$ cat config.mk
export PLATFORM = sky130hd
export DESIGN_NAME = alu_issue
export DESIGN_NICKNAME = d
export VERILOG_FILES = /design/src/rtl/alu_issue.sv
export SDC_FILE = /design/constraint.sdc
export NUM_CORES = 1
export LEC_CHECK = 0
export BUFFER_PORTS_ARGS = -buffer_cell sky130_fd_sc_hd__buf_2
export CAP_MARGIN = 20
export CORE_AREA = 4 4 280 282
export CTS_BUF_LIST = sky130_fd_sc_hd__clkbuf_2 sky130_fd_sc_hd__clkbuf_4 sky130_fd_sc_hd__clkbuf_8
export DETAILED_ROUTE_END_ITERATION = 7
export DIE_AREA = 0 0 284 286
export GPL_TIMING_DRIVEN = 0
export PLACE_DENSITY = 0.79
export SYNTH_ARGS = -nofsm -noshare
export SYNTH_HDL_FRONTEND = slang
export SYNTH_SLANG_ARGS = --single-unit
$ cat constraint.sdc
create_clock -name clk -period 9 [get_ports clk]
set_input_delay 0.45 -clock clk [delete_from_list [all_inputs] [get_ports clk]]
set_output_delay 0.45 -clock clk [all_outputs]
set_load 0.02 [all_outputs]
$ cat src/rtl/alu_issue.sv
// alu_issue: serialized issue/writeback stage wrapped around a fixed-point ALU
// Ports:
//   clk, rstn                  clock, synchronous active-low reset
//   in_valid/in_ready          instruction handshake (ready only in IDLE)
//   in_opcode/rd/rs1/rs2/imm   decoded instruction fields
//   enable_alu, opcode,
//   dataA, dataB, data_imm     ALU request bus, held stable through EXEC
//   alu_valid/zero/data        ALU response
//   wb_valid/rd/data/zero      one-cycle writeback report
//   err_illegal                one-cycle pulse on dropped opcode or timeout
//   dbg_addr/dbg_data          combinational register file read port
// Optional: define ALU_ISSUE_TIMEOUT_EN to abandon EXEC after TIMEOUT cycles
module alu_issue #(
   parameter int N       = 32,
   parameter int R_W     = 4,
   parameter int TIMEOUT = 64
) (
   input  logic           clk,
   input  logic           rstn,
   input  logic           in_valid,
   output logic           in_ready,
   input  logic [3:0]     in_opcode,
   input  logic [R_W-1:0] in_rd,
   input  logic [R_W-1:0] in_rs1,
   input  logic [R_W-1:0] in_rs2,
   input  logic [N-1:0]   in_imm,
   output logic           enable_alu,
   output logic [3:0]     opcode,
   output logic [N-1:0]   dataA,
   output logic [N-1:0]   dataB,
   output logic [N-1:0]   data_imm,
   input  logic           alu_valid,
   input  logic           alu_zero,
   input  logic [N-1:0]   alu_data,
   output logic           wb_valid,
   output logic [R_W-1:0] wb_rd,
   output logic [N-1:0]   wb_data,
   output logic           wb_zero,
   output logic           err_illegal,
   input  logic [R_W-1:0] dbg_addr,
   output logic [N-1:0]   dbg_data
);
   typedef enum logic [1:0] {IDLE, READ, EXEC, WB} state_t;
   state_t state_q, state_d;
   logic [N-1:0] rf_q [2**R_W];
   logic [3:0] op_q;
   logic [R_W-1:0] rd_q, rs1_q, rs2_q;
   logic [N-1:0] imm_q;
   logic legal, expire;
   assign legal = in_opcode inside {4'd0, 4'd1, 4'd2, 4'd3, 4'd5, 4'd6, 4'd7, 4'd8};
`ifdef ALU_ISSUE_TIMEOUT_EN
   localparam int C_W = $clog2(TIMEOUT + 1);
   logic [C_W-1:0] cnt_q;
   // cnt_q counts completed EXEC cycles, so this is the TIMEOUT-th one
   assign expire = cnt_q == C_W'(TIMEOUT - 1);
`else
   assign expire = 1'b0;
`endif
   assign in_ready = state_q == IDLE;
   assign dbg_data = rf_q[dbg_addr];
   always_comb begin
      state_d = state_q == IDLE ? ((in_valid && legal) ? READ : IDLE)
              : state_q == READ ? EXEC
              : state_q == EXEC ? (alu_valid ? WB : (expire ? IDLE : EXEC))
              : IDLE;
   end
   always_ff @(posedge clk) begin
      if (!rstn) begin
         state_q     <= IDLE;
         op_q        <= '0;
         rd_q        <= '0;
         rs1_q       <= '0;
         rs2_q       <= '0;
         imm_q       <= '0;
         enable_alu  <= 1'b0;
         opcode      <= '0;
         dataA       <= '0;
         dataB       <= '0;
         data_imm    <= '0;
         wb_valid    <= 1'b0;
         wb_rd       <= '0;
         wb_data     <= '0;
         wb_zero     <= 1'b0;
         err_illegal <= 1'b0;
         for (int i = 0; i < 2**R_W; i++) rf_q[i] <= '0;
`ifdef ALU_ISSUE_TIMEOUT_EN
         cnt_q       <= '0;
`endif
      end else begin
         state_q     <= state_d;
         enable_alu  <= state_d == EXEC;
         wb_valid    <= state_q == EXEC && alu_valid;
         err_illegal <= (state_q == IDLE && in_valid && !legal) ||
                        (state_q == EXEC && !alu_valid && expire);
         if (state_q == IDLE && in_valid) begin
            op_q  <= in_opcode;
            rd_q  <= in_rd;
            rs1_q <= in_rs1;
            rs2_q <= in_rs2;
            imm_q <= in_imm;
         end
         if (state_q == READ) begin
            opcode   <= op_q;
            dataA    <= rf_q[rs1_q];
            dataB    <= rf_q[rs2_q];
            data_imm <= imm_q;
         end
         // register 0 stays zero, but the writeback is still reported
         if (state_q == EXEC && alu_valid) begin
            wb_rd   <= rd_q;
            wb_data <= alu_data;
            wb_zero <= alu_zero;
            if (rd_q != '0) rf_q[rd_q] <= alu_data;
         end
`ifdef ALU_ISSUE_TIMEOUT_EN
         cnt_q <= state_q == EXEC ? cnt_q + 1'b1 : '0;
`endif
      end
   end
endmodule

# Yosys cells after proc, flatten, opt, wreduce, memory -nomap -nowiden

Memories as Yosys holds them, arrays and structs flattened. A register that Yosys moved wholly into a read port is not among the register bits.
Cells that the tools add are included.

Register bits after elaboration: 126
RAM bits: 512
Bits of input ports: 89
Output and inout bits: 173
Memories: 1

Memory list:

| name | depth | bits a word | read ports | clocked after memory_dff | write ports | RTL line | RTL |
|---|---|---|---|---|---|---|---|
| rf_q | 16    | 32          | 3          | 2                        | 16          | 45       | `logic [N-1:0] rf_q [2**R_W];` |

Eq/ne operators: 10
Muxes and demuxes: 13
Reduce and logical (&&, ||, !) cells: 12

Operators with widths:

| operator                                                        | count |
|---|---|
| 32-bit 2-to-1 mux                                               | 1 |
| 32-bit OR reduction                                             | 1 |
| 4-bit by 3-bit == test with 1-bit output, second input constant | 3 |
| 4-bit by 2-bit == test with 1-bit output, second input constant | 2 |
| 1-bit 2-to-1 mux                                                | 8 |
| 8-bit nonzero test                                              | 1 |
| 2-bit 2-to-1 mux                                                | 3 |
| 2-bit == test, second input constant                            | 2 |
| 4-bit by 1-bit == test with 1-bit output, second input constant | 1 |
| 4-bit == test, second input constant                            | 1 |
| 1-bit logical AND                                               | 4 |
| 4-bit logical NOT                                               | 1 |
| 4-bit 2-to-1 mux                                                | 1 |
| 4-bit nonzero test                                              | 1 |
| 1-bit logical NOT                                               | 3 |
| 2-bit by 1-bit == test with 1-bit output, second input constant | 1 |
| 2-bit logical NOT                                               | 1 |

# Depth between registers and ports, before layout

Gate-level depths: netlist (run 1).

Depth in word-level cells: 7
Depth in mapped cells: 9
Mapped depth without buffers: 8

# Worst setup path before layout (run 1)

Ideal clock, no wire load.

Path kind: reg-to-reg
Start: register state_q[0]
End: memory rf_q[15][0] (enable)
Setup time: 0.466 ns
Arrival: 3.402 ns
Path slack: 5.132 ns
Stages on the path, launching flop included: 8
Path buffers: 0
Cell sequence: dfxtp_1 > inv_1 > ha_1 > and2_1 > nand2_1 > inv_1 > nand3_1 > o21ai_0

RTL lines:

| what                   | RTL line | RTL |
|---|---|---|
| start, declared        | 44       | `state_t state_q, state_d;` |
| start signal, assigned | 90       | `state_q <= state_d;` |
| end, declared          | 45       |  |

==> results of run 1 <==
cell usage in the layout, fill, tap and decap left out, types with 14 or more instances in the layout:
cell type / count
dlygate4sd3_1: 73
dfxtp_1: 190
conb_1: 32
a21oi_1: 214
clkbuf_1: 183
a22oi_1: 128
buf_2: 313
clkbuf_8: 155
clkbuf_4: 46
buf_6: 14
edfxtp_1: 512
and2_1: 486
mux2i_1: 549
nand3_1: 195
mux4_2: 118
nand2_1: 366
buf_1: 15
mux4_1: 35
buf_16: 17
nor2_1: 50
tightest hold or removal path: stages:
cell	delay, ps
buf_2	150
nand2_1	60
a21oi_1	50
synthesized netlist by cell type, types with 50 or more instances:
library cell  number  share of area
a21oi_1          214          0.028
a22oi_1          128          0.025
and2_1           486          0.081
buf_2             55         0.0073
clkbuf_1         184          0.018
dfxtp_1          190           0.10
edfxtp_1         512           0.41
mux2i_1          549           0.15
mux4_2           118          0.070
nand2_1          366          0.036
nand3_1          195          0.026
nor2_1            50         0.0050
how the worst max path moves through the flow:
stage	end	start	slack, ps	cells after the start
finish	rf_q[15][23]	state_q[0]	5600	9
global route	rf_q[2][5]	state_q[0]	5580	9
CTS	rf_q[1][7]	state_q[0]	5760	9
detailed placement	rf_q[1][14]	state_q[0]	5800	9
global placement	rf_q[15][13]	state_q[0]	1280	7
floorplan	rf_q[15][0]	state_q[0]	5130	7
state kept, by name, indices dropped and copies added (netlist names), 2 cells and up:
name	cells
dataA	32
data_imm	32
wb_data	32
op_q	4
rs1_q	4
state_q	2
rs2_q	4
opcode	4
imm_q	32
dataB	32
rf_q	512
wb_rd	4
rd_q	4
metal layers:
layer  share of wire  wire (um)  global-route usage
met5         0.00035         51                   0
met4           0.072      10600               0.202
met3            0.15      22300               0.135
met2            0.44      64800               0.544
met1            0.34      49600               0.420
per-stage QoR:
stage / std cells / hold WS (ps) / util / total power (W) / setup slack [ps]
floorplan: 3207 / 436 / - / 0.00438 / 5130
global placement: 4443 / 432 / 0.534 / 0.00479 / 1280
detailed placement: 4467 / 438 / 0.543 / 0.00484 / 5800
CTS: 4758 / 0.529 / 0.587 / 0.00789 / 5760
global route: 4763 / 25.0 / 0.588 / 0.00814 / 5580
finish: 4767 / 23.3 / 0.588 / 0.00796 / 5600
cell families after synthesis:
kind of cell,Yosys count,share of synthesized area
compound gates,351,0.0550
mux,709,0.245
fa+ha+maj,3,0.000994
flops,702,0.508
simple gates,1121,0.153
buf+inv,289,0.0384
other cells,1,0.0000993
what timing repair did:
action                    CTS  global route
hold buffers               73             0
hold endpoints to repair   82             0
gates resized for setup     0             0
cell type report:
| cell class | instances | area [um2] | share of cell area |
|---|---|---|---|
| diodes | 5 | 12.5 | 0.000281 |
| plain buffers | 285 | 1440 | 0.0323 |
| clock buffers | 185 | 2260 | 0.0509 |
| clock inverters | 33 | 319 | 0.00717 |
| inverters | 4 | 15.0 | 0.000337 |
| multi-input cells | 2216 | 17400 | 0.390 |
| flip-flops and latches | 702 | 19200 | 0.431 |
| well taps | 978 | 1220 | 0.0275 |
| repair buffers | 359 | 2680 | 0.0602 |
where the power goes:
part           switching [W]  internal, W  leakage [nW]  total [W]
logic               0.000736     0.000424          8.64    0.00116
clock network        0.00141      0.00170          1.37    0.00311
registers          0.0000996      0.00359          6.81    0.00369
==> flow_metrics.py, run 1 <==
metrics = {
    "setup_path": {
        "crit_slowest_cell": "clkbuf_1",
        "ff2ff_path_depth": 9,
        "end_kind": "flop",
        "critical_path.max_fanout": 10,
        "cp.arrival_ps": 4000,
        "r2r_start": "state_q[0]",
        "required_ps": 9600,
        "start_kind": "flop",
        "slowest_delay_ps": 750,
        "r2r_end": "rf_q[15][23]",
        "cp_num_buf_inv": 3,
        "crit_family": "simple AND/OR/NAND/NOR gates",
        "path_class": "reg -> reg",
        "r2r_slack_ps": 5600,
        "crit_chain": "inv_1, ha_1, and2_1, nand2_1, inv_1, nand3_1, nor2_1, clkbuf_1, and2_1",
    },
    "clock_network": {
        "post_cts_buffers": 0,
        "cts_tree": "built",
        "root_buffer": "clkbuf_8",
        "htreeDepth": 3,
        "cts.reportedPaths.clkPinSlew_ps": 60,
        "clock_latency_ps": 810,
        "ctsLongestPathBuffers": 3,
        "numCtsBuffers": 117,
        "cts_sinks": 702,
    },
    "drt": {
        "wl_per_cell_um": 30.9,
        "first_iter_violations": 5397,
        "viasPerCell": 6.52,
        "wl_um": 147000,
        "ant_nets": 0,
        "dr.pass1.iters": 7,
        "vias": 31100,
        "drc_errors": 0,
    },
    "min_path": {
        "min_delay_worst_endpoint": "wb_data[20]",
        "hp-start": "alu_data[20]",
        "holdPathStages": 3,
        "hold_path.class": "in -> reg",
    },
    "placement": {
        "gp_congestion": 0.980,
        "placed_area_mm2": 0.0411,
        "portBuffers": 258,
        "dp_hpwl_um": 99500,
    },
    "floorplan": {
        "num_rows": 101,
        "pin_count": 262,
        "die_h_um": 286,
        "core_area_mm2": 0.0757,
        "fp.dieW_um": 284,
        "die_area_mm2": 0.0812,
        "start_util": 0.499,
    },
    "layout": {
        "nFillCells": 5933,
        "final_net_count": 3777,
        "fin_area_mm2": 0.0445,
        "areaGrowthSynthToFinish_pct": 17.8,
        "layout-drive-gt1-share": 0.192,
    },
    "synth": {
        "avgSynthCellArea_um2": 11.9,
        "ys_seq_area_frac": 0.508,
        "syn_inst": 3176,
        "yosys.cell_types.count": 30,
        "synthArstFlopShare": 0,
        "synth_top_flop_cell": "edfxtp_1",
        "yosysWarnings": 0,
        "ys_ff_latch": 702,
        "netlist_area_mm2": 0.0378,
        "synth-edff-count": 512,
    },
    "timing": {
        "fin_worst_skew_ps": 81.6,
        "min_period_over_period": 0.378,
        "fmax_mhz": 294,
        "relSlewSlack": 0.169,
        "drv_slew": 0,
        "min_period_ps": 3400,
        "rsz0062_at_grt": "false",
        "tns_ps": 0,
        "worst_pin_slew_ps": 1240,
        "hold_viol": 0,
        "setup_viol": 0,
    },
    "global_routing": {
        "track_usage": 0.351,
        "grt_pass1_vias": 30700,
        "grt_max_degree": 42,
        "antenna_found_initial": 7,
        "grt_overflow": 0,
        "grt_pass1_wl_um": 207000,
    },
    "pwr": {
        "ir_drop_mv": 0.134,
        "leakage_nw": 16.8,
        "power_density_mw_per_mm2": 179,
    },
    "status": {
        "run_status": "completed",
    },
    "job": {
        "maxCapViolations": 0,
    },
}
Note: power is estimated with default switching activity, not from simulation.
==> run 2, diff against run 1 <==
Clock period 9 ns to 3.6 ns, I/O delays scaled along.
==> run 2 against run 1 <==
  * The flow now finishes with violations (DRC)
  * Global-route usage is 0.87 points lower
  * Clock power is 150% higher
  * Sequential share of layout area is 0.098 points higher
  * Final cell count is 0.17% higher
  * Combinational power is 150% higher
  * Critical path depth stayed put
  * Maximum frequency is 1.0% higher
  * Critical path type unchanged
  * Largest cell class unchanged
  * Largest power group unchanged
==> flow_metrics.py, run 2 (synthesized netlist as in run 1, its figures left out) <==
metrics = {
    "pwr": {
        "p_int_w": 0.0143,
        "p_seq_frac": 0.466,
        "ir_drop_mv": 0.320,
        "power_switching_w": 0.00554,
        "p_sw_frac": 0.280,
        "leakage_nw": 16.8,
        "combPwrFrac": 0.144,
        "power_density_mw_per_mm2": 446,
        "p_clk_frac": 0.390,
    },
    "drt": {
        "wl_per_cell_um": 30.1,
        "first_iter_violations": 4432,
        "dr.pass1.iters": 7,
        "ant_nets": 0,
        "wl_um": 144000,
        "viasPerCell": 6.46,
        "vias": 30800,
        "drc_errors": 12,
    },
    "layout": {
        "top_register": "rf_q",
        "fin_cells": 4775,
        "final_common_cell": "mux2i_1",
        "layout-drive-gt1-share": 0.191,
        "final_net_count": 3780,
        "areaGrowthSynthToFinish_pct": 17.6,
        "most-common-layout-cells": "mux2i_1, edfxtp_1, and2_1",
        "largest_reg_flops": 512,
        "fin_area_mm2": 0.0444,
    },
    "global_routing": {
        "busiest_layer": "met2",
        "grt_pass1_wl_um": 204000,
        "track_usage": 0.342,
        "grt_overflow": 0,
        "grt_pass1_vias": 30900,
        "antenna_found_initial": 9,
        "grt_max_degree": 42,
        "met3_usage": 0.121,
        "grt_util_met1": 0.413,
        "use_met2": 0.528,
    },
    "timing": {
        "holdWs_ps": 85.8,
        "worst_pin_slew_ps": 1230,
        "min_period_over_period": 0.936,
        "setup_viol": 0,
        "rsz0062_at_grt": "false",
        "drv_slew": 0,
        "hold_viol": 0,
        "fin_worst_skew_ps": 38.2,
        "fmax_mhz": 297,
        "relSlewSlack": 0.177,
        "min_period_ps": 3370,
    },
    "clock_network": {
        "cts_hold_buf": 83,
        "cts.reportedPaths.clkPinSlew_ps": 70,
        "postCtsResizedCells": 0,
        "root_buffer": "clkbuf_8",
        "ctsLongestPathBuffers": 3,
        "numCtsBuffers": 115,
        "post_cts_buffers": 0,
        "htreeDepth": 3,
        "clock_latency_ps": 760,
        "cts_tree": "built",
        "cts_sinks": 702,
    },
    "setup_path": {
        "path_class": "reg -> reg",
        "slowest_delay_ps": 900,
        "crit_slowest_cell": "clkbuf_1",
        "required_ps": 4210,
        "end_kind": "flop",
        "start_kind": "flop",
        "crit_chain": "inv_1, ha_1, and2_1, nand2_1, inv_1, nand3b_1, nor2_1, clkbuf_1, and2_1",
        "cp.arrival_ps": 3980,
        "critical_path.max_fanout": 10,
    },
    "placement": {
        "gp_congestion": 1.01,
        "dp.cells": 4465,
        "portBuffers": 258,
        "placed_area_mm2": 0.0410,
        "dp_hpwl_um": 97600,
    },
    "floorplan": {
        "die_area_mm2": 0.0812,
        "core_area_mm2": 0.0757,
        "pin_count": 262,
        "start_util": 0.499,
        "fp.dieW_um": 284,
        "die_h_um": 286,
        "num_rows": 101,
    },
    "status": {
        "run_status": "complete, but fails checks",
        "violations": "DRC",
    },
    "min_path": {
        "hold_path.class": "in -> reg",
    },
    "job": {
        "maxCapViolations": 0,
    },
}
## run 2: cell types whose count changed in the layout (fill, tap and decap cells not counted), sizes merged
cell | before | now
clkbuf | 384 | 369
bufinv | 3 | 7
diode | 5 | 8
dlygate4sd3 | 73 | 83
clkinv | 26 | 34
clkinvlp | 0 | 2
buf | 372 | 367
inv | 8 | 9
## run 2: final timing paths
path,startpoint,end,slack (ps),cells after the start
min,in_valid,imm_q[12],90,5
max reg2reg,state_q[0],rf_q[13][21],230,9
min reg2reg,wb_data[14],wb_data[14],450,2
max,state_q[0],rf_q[13][21],230,9
## run 2: area by class of cell
| cell class | count | area (um2) |
|---|---|---|
| clock inverters | 48 | 460 |
| fillers | 6015 | 31300 |
| multi-input cells | 2216 | 17400 |
| clock buffers | 170 | 2080 |
| flip-flops and latches | 702 | 19200 |
| repair buffers | 364 | 2620 |
| well taps | 978 | 1220 |
| plain buffers | 285 | 1440 |
| inverters | 4 | 15.0 |
| diodes | 8 | 20.0 |
## run 2: layer usage
metal | up-vias | share of wire
met5 | - | 0.0015
met4 | 8 | 0.069
met3 | 685 | 0.14
met2 | 2706 | 0.44
met1 | 14800 | 0.34
li1 | 12700 | -
## run 2: stage by stage
| step | total power, W | worst slack, ps | TNS (ps) | utilization |
|---|---|---|---|---|
| global route | 0.0203 | 176 | 0 | 0.586 |
| finish | 0.0198 | 231 | 0 | 0.586 |
| detailed placement | 0.0121 | 492 | 0 | 0.541 |
| floorplan | 0.0109 | -268 | -59090 | - |
| global placement | 0.0120 | -4010 | -930470 | 0.534 |
| CTS | 0.0197 | 463 | 0 | 0.586 |
## run 2: power by group through the flow
| stage | clock (W) | sequential (W) | combinational (W) |
|---|---|---|---|
| after floorplan | 0 | 0.00937 | 0.00157 |
| after detailed placement | 0 | 0.00938 | 0.00267 |
| after global routing | 0.00809 | 0.00925 | 0.00293 |
| final | 0.00773 | 0.00923 | 0.00285 |
| after CTS | 0.00772 | 0.00921 | 0.00275 |
| after global placement | 0 | 0.00940 | 0.00255 |
## run 2: worst max-delay path: cells and delay by family, from the launching register on
| family | cells | cell delay (ps) |
|---|---|---|
| adders and majority gates | 1 | 160 |
| buffers and inverters | 3 | 1130 |
| DFF | 1 | 320 |
| and+or+nand+nor | 5 | 1590 |
